$ cat src/rtl/icache_refill_ctrl.sv
// I-cache miss refill sequencer: one outstanding DRAM block read, per-set round-robin victim.
// Optional ICACHE_REFILL_PERF_EN adds saturating miss/drop counters as extra output ports.
module icache_refill_ctrl #(
    parameter  int ADDR_WIDTH = 32,
    parameter  int BLOCK_SIZE = 64,
    parameter  int NUM_SETS   = 64,
    parameter  int NUM_WAYS   = 2,
    localparam int OFFSET_W   = $clog2(BLOCK_SIZE / 8),
    localparam int SET_W      = $clog2(NUM_SETS),
    localparam int WAY_W      = (NUM_WAYS > 1) ? $clog2(NUM_WAYS) : 1,
    localparam int TAG_W      = ADDR_WIDTH - SET_W - OFFSET_W
) (
    input  logic                  clk,
    input  logic                  rst_aL,
    input  logic                  miss_valid,
    input  logic [ADDR_WIDTH-1:0] miss_addr,
    input  logic                  recovery_PC_valid,
    output logic                  dram_req_valid,
    input  logic                  dram_req_ready,
    output logic [ADDR_WIDTH-1:0] dram_req_addr,
    input  logic                  dram_response_valid,
    input  logic [BLOCK_SIZE-1:0] dram_response,
    output logic                  fill_we,
    output logic [SET_W-1:0]      fill_set,
    output logic [WAY_W-1:0]      fill_way,
    output logic [TAG_W-1:0]      fill_tag,
    output logic [BLOCK_SIZE-1:0] fill_data,
    output logic                  refill_busy
`ifdef ICACHE_REFILL_PERF_EN
    ,
    output logic [31:0]           perf_miss_cnt,
    output logic [31:0]           perf_drop_cnt
`endif
);

    typedef enum logic [2:0] {S_IDLE, S_REQ, S_WAIT, S_DROP, S_FILL} state_e;

    localparam logic [ADDR_WIDTH-1:0] ALIGN_MASK = ~ADDR_WIDTH'((1 << OFFSET_W) - 1);

    state_e state_q, state_d;

    logic [ADDR_WIDTH-1:0]            addr_q;
    logic [SET_W-1:0]                 set_q;
    logic [TAG_W-1:0]                 tag_q;
    logic [WAY_W-1:0]                 way_q;
    logic [BLOCK_SIZE-1:0]            data_q;
    logic [NUM_SETS-1:0][WAY_W-1:0]   rr_q;

    logic                             start_miss;
    logic                             take_resp;
    logic [SET_W-1:0]                 addr_set;
    logic [WAY_W-1:0]                 rr_cur;
    logic [WAY_W-1:0]                 rr_nxt;

    assign start_miss = (state_q == S_IDLE) && miss_valid && !recovery_PC_valid;
    assign take_resp  = (state_q == S_WAIT) && dram_response_valid && !recovery_PC_valid;
    assign addr_set   = addr_q[OFFSET_W +: SET_W];
    assign rr_cur     = rr_q[set_q];
    assign rr_nxt     = (rr_cur == WAY_W'(NUM_WAYS - 1)) ? '0 : rr_cur + WAY_W'(1);

    always_ff @(posedge clk) begin
        if (!rst_aL) state_q <= S_IDLE;
        else         state_q <= state_d;
    end

    always_comb begin
        state_d = state_q;
        unique case (state_q)
            S_IDLE: if (start_miss) state_d = S_REQ;
            S_REQ: begin
                if (dram_req_ready)         state_d = recovery_PC_valid ? S_DROP : S_WAIT;
                else if (recovery_PC_valid) state_d = S_IDLE;
            end
            S_WAIT: begin
                // A response coinciding with recovery is the one DROP would have waited for.
                if (recovery_PC_valid)        state_d = dram_response_valid ? S_IDLE : S_DROP;
                else if (dram_response_valid) state_d = S_FILL;
            end
            S_DROP: if (dram_response_valid) state_d = S_IDLE;
            S_FILL: state_d = S_IDLE;
            default: state_d = S_IDLE;
        endcase
    end

    always_comb begin
        dram_req_valid = (state_q == S_REQ);
        fill_we        = (state_q == S_FILL);
        refill_busy    = (state_q != S_IDLE);
    end

    // Fill fields are captured only on entry to FILL so they stay put at all other times.
    always_ff @(posedge clk) begin
        if (!rst_aL) begin
            addr_q <= '0;
            set_q  <= '0;
            tag_q  <= '0;
            way_q  <= '0;
            data_q <= '0;
            rr_q   <= '0;
        end else begin
            if (start_miss) addr_q <= miss_addr & ALIGN_MASK;
            if (take_resp) begin
                data_q <= dram_response;
                set_q  <= addr_set;
                tag_q  <= addr_q[ADDR_WIDTH-1 -: TAG_W];
                way_q  <= rr_q[addr_set];
            end
            if (state_q == S_FILL) rr_q[set_q] <= rr_nxt;
        end
    end

    assign dram_req_addr = addr_q;
    assign fill_set      = set_q;
    assign fill_tag      = tag_q;
    assign fill_way      = way_q;
    assign fill_data     = data_q;

`ifdef ICACHE_REFILL_PERF_EN
    logic [31:0] miss_cnt_q, drop_cnt_q;
    logic        drop_evt;

    assign drop_evt = recovery_PC_valid && ((state_q == S_REQ) || (state_q == S_WAIT));

    always_ff @(posedge clk) begin
        if (!rst_aL) begin
            miss_cnt_q <= '0;
            drop_cnt_q <= '0;
        end else begin
            if (start_miss && (miss_cnt_q != '1)) miss_cnt_q <= miss_cnt_q + 32'd1;
            if (drop_evt && (drop_cnt_q != '1))   drop_cnt_q <= drop_cnt_q + 32'd1;
        end
    end

    assign perf_miss_cnt = miss_cnt_q;
    assign perf_drop_cnt = drop_cnt_q;
`endif

endmodule

$ cat config.mk
export PLATFORM = sky130hd
export DESIGN_NAME = icache_refill_ctrl
export DESIGN_NICKNAME = d
export VERILOG_FILES = /design/src/rtl/icache_refill_ctrl.sv
export SDC_FILE = /design/constraint.sdc
export NUM_CORES = 1
export LEC_CHECK = 0
export ABC_AREA = 1
export CAP_MARGIN = 20
export CORE_AREA = 2 2 136 171
export CTS_CLUSTER_DIAMETER = 60
export DETAILED_ROUTE_END_ITERATION = 12
export DIE_AREA = 0 0 138 173
export HOLD_SLACK_MARGIN = 0.12
export PLACE_DENSITY_LB_ADDON = 0.08
export SYNTH_ARGS = -nofsm -noshare
export SYNTH_HDL_FRONTEND = slang
export SYNTH_SLANG_ARGS = --single-unit
$ cat constraint.sdc
create_clock -name clk -period 2.1 [get_ports clk]
set_input_delay 0.42 -clock clk [delete_from_list [all_inputs] [get_ports clk]]
set_output_delay 0.42 -clock clk [all_outputs]
set_load 0.01 [all_outputs]
==> flow_summary.json <==
{
  "finalMaxSlewViolations": 0,
  "power_density_nw_per_um2": 751,
  "place_hpwl_mm": 20.1,
  "placementRows": 61,
  "syn_inst": 1357,
  "port_buffers": 224,
  "status": "finished clean",
  "start_util_pct": 39.7,
  "relSlewSlack_pct": 57.7,
  "yosysTopAreaCell": "dfxtp_1",
  "clock_skew_ns": 0.0132,
  "synth_edf_count": 0,
  "fillCellCount": 2229,
  "grt_antenna_before_repair": 3,
  "worst_pin_slew_ns": 0.633,
  "vias": 9205,
  "synthesis.area_um2": 8780,
  "start_kind": "flop",
  "fin_crit_sh_pct": 97.7,
  "root_buffer": "clkbuf_16",
  "required_ns": 1.68,
  "antenna_cells": 0,
  "multi_input_area_um2": 4180,
  "synth_cell_types": 28,
  "final_common_cell": "nand2_1",
  "num-nets-final": 1661,
  "ant_nets": 0,
  "fmax_mhz": 488,
  "worst_slack_ns": 0.0493,
  "die_y_um": 173,
  "io_pins": 231,
  "ys.flop_type": "dfxtp_1",
  "critPathCaptureType": "output port",
  "p_leak_nw": 4.77,
  "avgSynthCellArea_um2": 6.47,
  "worstPathArrival_ns": 1.63,
  "synth_seq_area_share_pct": 43.3,
  "final_cell_mix": "365 x nand2_1, 297 x nor2_1, 221 x clkdlybuf4s50_1",
  "setup_viol": 0,
  "dr.pass1.iters": 5,
  "drt_iter0_drc": 511,
  "hold_violations": 0,
  "clk_pin_slew_ns": 0.07,
  "cts_max_level": 4,
  "clk_latency_ns": 0.45,
  "yosys_warnings": 0,
  "post_cts.repair.setup_buffers": 0,
  "critPathMaxFanout": 7,
  "peakVddDrop_v": 0.000604,
  "cts.sinks": 190,
  "critical_path_class": "reg2out",
  "setup_tns_ns": 0,
  "period_minus_slack_ns": 2.05,
  "die_width_um": 138,
  "hp-class": "reg2reg",
  "numCtsBuffers": 17,
  "grt_pass1_vias": 8789,
  "ff_latch_area_um2": 3810,
  "gp_congestion": 0.870,
  "final_cell_count_no_fill": 1855,
  "yosysTopAreaCellShare_pct": 43.3,
  "grt_max_degree": 66,
  "place_ws_ns": 0.0799,
  "wl_mm": 29.2,
  "numPlacedInstances": 1823,
  "post_drt_wl_per_cell_um": 15.7,
  "synth-seq-cells": 190,
  "clockBufferDepth": 2,
  "grt_use_total_pct": 24.2,
  "hold_slack_ns": 0.466,
  "cts_tree": "yes",
  "core_area_um2": 22100,
  "drc": 0,
  "rsz0062_at_grt": "no",
  "syn2layout_area_growth_pct": 37.0,
  "viasPerCell": 4.96,
  "async_flop_share_pct": 0,
  "grt_pass1_wl_mm": 46.8,
  "dieArea_um2": 23900,
  "grt-ovfl-total": 0,
  "cap_violations": 0,
  "synthTopCellsByArea": "dfxtp_1 43%, nand2_1 16%, nor2_1 13%",
  "drive_above_1_share_pct": 5.79
}
-- cell type report --
type                    count  share of cell area (%)
multi-input cells         988                    34.7
flip-flops and latches    190                    31.6
repair buffers            263                    22.5
clock buffers              18                    3.57
inverters                  99                    3.13
well taps                 283                    2.94
clock inverters            14                    1.50
-- synth_stat cells, drive strengths merged, types with 2 or more instances --
cell and count:
a21oi 99, o21a 4, clkbuf 47, inv 97, nand3 132, nand2 367
nor2 300, nand4 4, nor3 12, clkinv 2, buf 35, dfxtp 190
o21ai 64
-- state kept, by name, indices dropped and copies added (netlist names) --
signal	flops
dram_req_addr	29
fill_data	64
fill_set	6
fill_tag	23
fill_way	1
rr_q	64
state_q	3
-- logic make-up (layout without fill, tap and decap cells) --
family / Yosys count / count (layout) / share of synthesized area, %
buffers and inverters: 181 / 394 / 9.25
DFF: 190 / 190 / 43.3
and+or+nand+nor: 815 / 815 / 37.5
AOI/OAI and AO/OA: 170 / 170 / 9.92
other: 1 / 3 / 0.0427
-- worst paths after layout --
check	depth (start not counted)	to	from	slack (ns)
worst min register to register	2	fill_data[52]$_SDFFE_PN0P_	fill_data[52]$_SDFFE_PN0P_	0.47
worst min-delay path	2	fill_data[52]$_SDFFE_PN0P_	fill_data[52]$_SDFFE_PN0P_	0.47
worst max register to register	12	rr_q[42]$_SDFFE_PN0P_	fill_set[0]$_SDFFE_PN0P_	0.15
worst max-delay path	2	fill_set[1]	fill_set[1]$_SDFFE_PN0P_	0.05
-- stage by stage --
step           util (%)  area, um2  power [mW]
2_1_floorplan         -       8790        4.92
3_3_place_gp       51.6      11400        5.81
3_5_place_dp       51.6      11400        5.81
4_1_cts            54.3      12000        9.14
5_1_grt            54.3      12000        9.45
6_report           54.3      12000        9.03
-- critical path: stages, from the launching register on --
cell             delay (ns)
dfxtp_1                0.49
buf_4                  0.18
clkdlybuf4s50_1        0.52
-- repair_timing --
item                                    4_1_cts  5_1_grt
endpoints found under the setup margin        4        1
cloned                                        0        0
resized for setup                             5        1
hold buffers                                  0        0
-- metal layers --
layer,vias up,GRT usage (%),routed length [um]
li1,4656,-,-
met1,4197,27.6,11800
met2,294,41.7,14200
met3,52,8.78,2470
met4,6,8.67,691
met5,-,0,42
-- report_power, final --
group	switching, mW	leakage (nW)	internal (mW)
Clock	1.59	0.292	1.71
Sequential	0.130	1.54	3.75
Combinational	1.06	2.95	0.789
(Power assumes the default switching activity.)
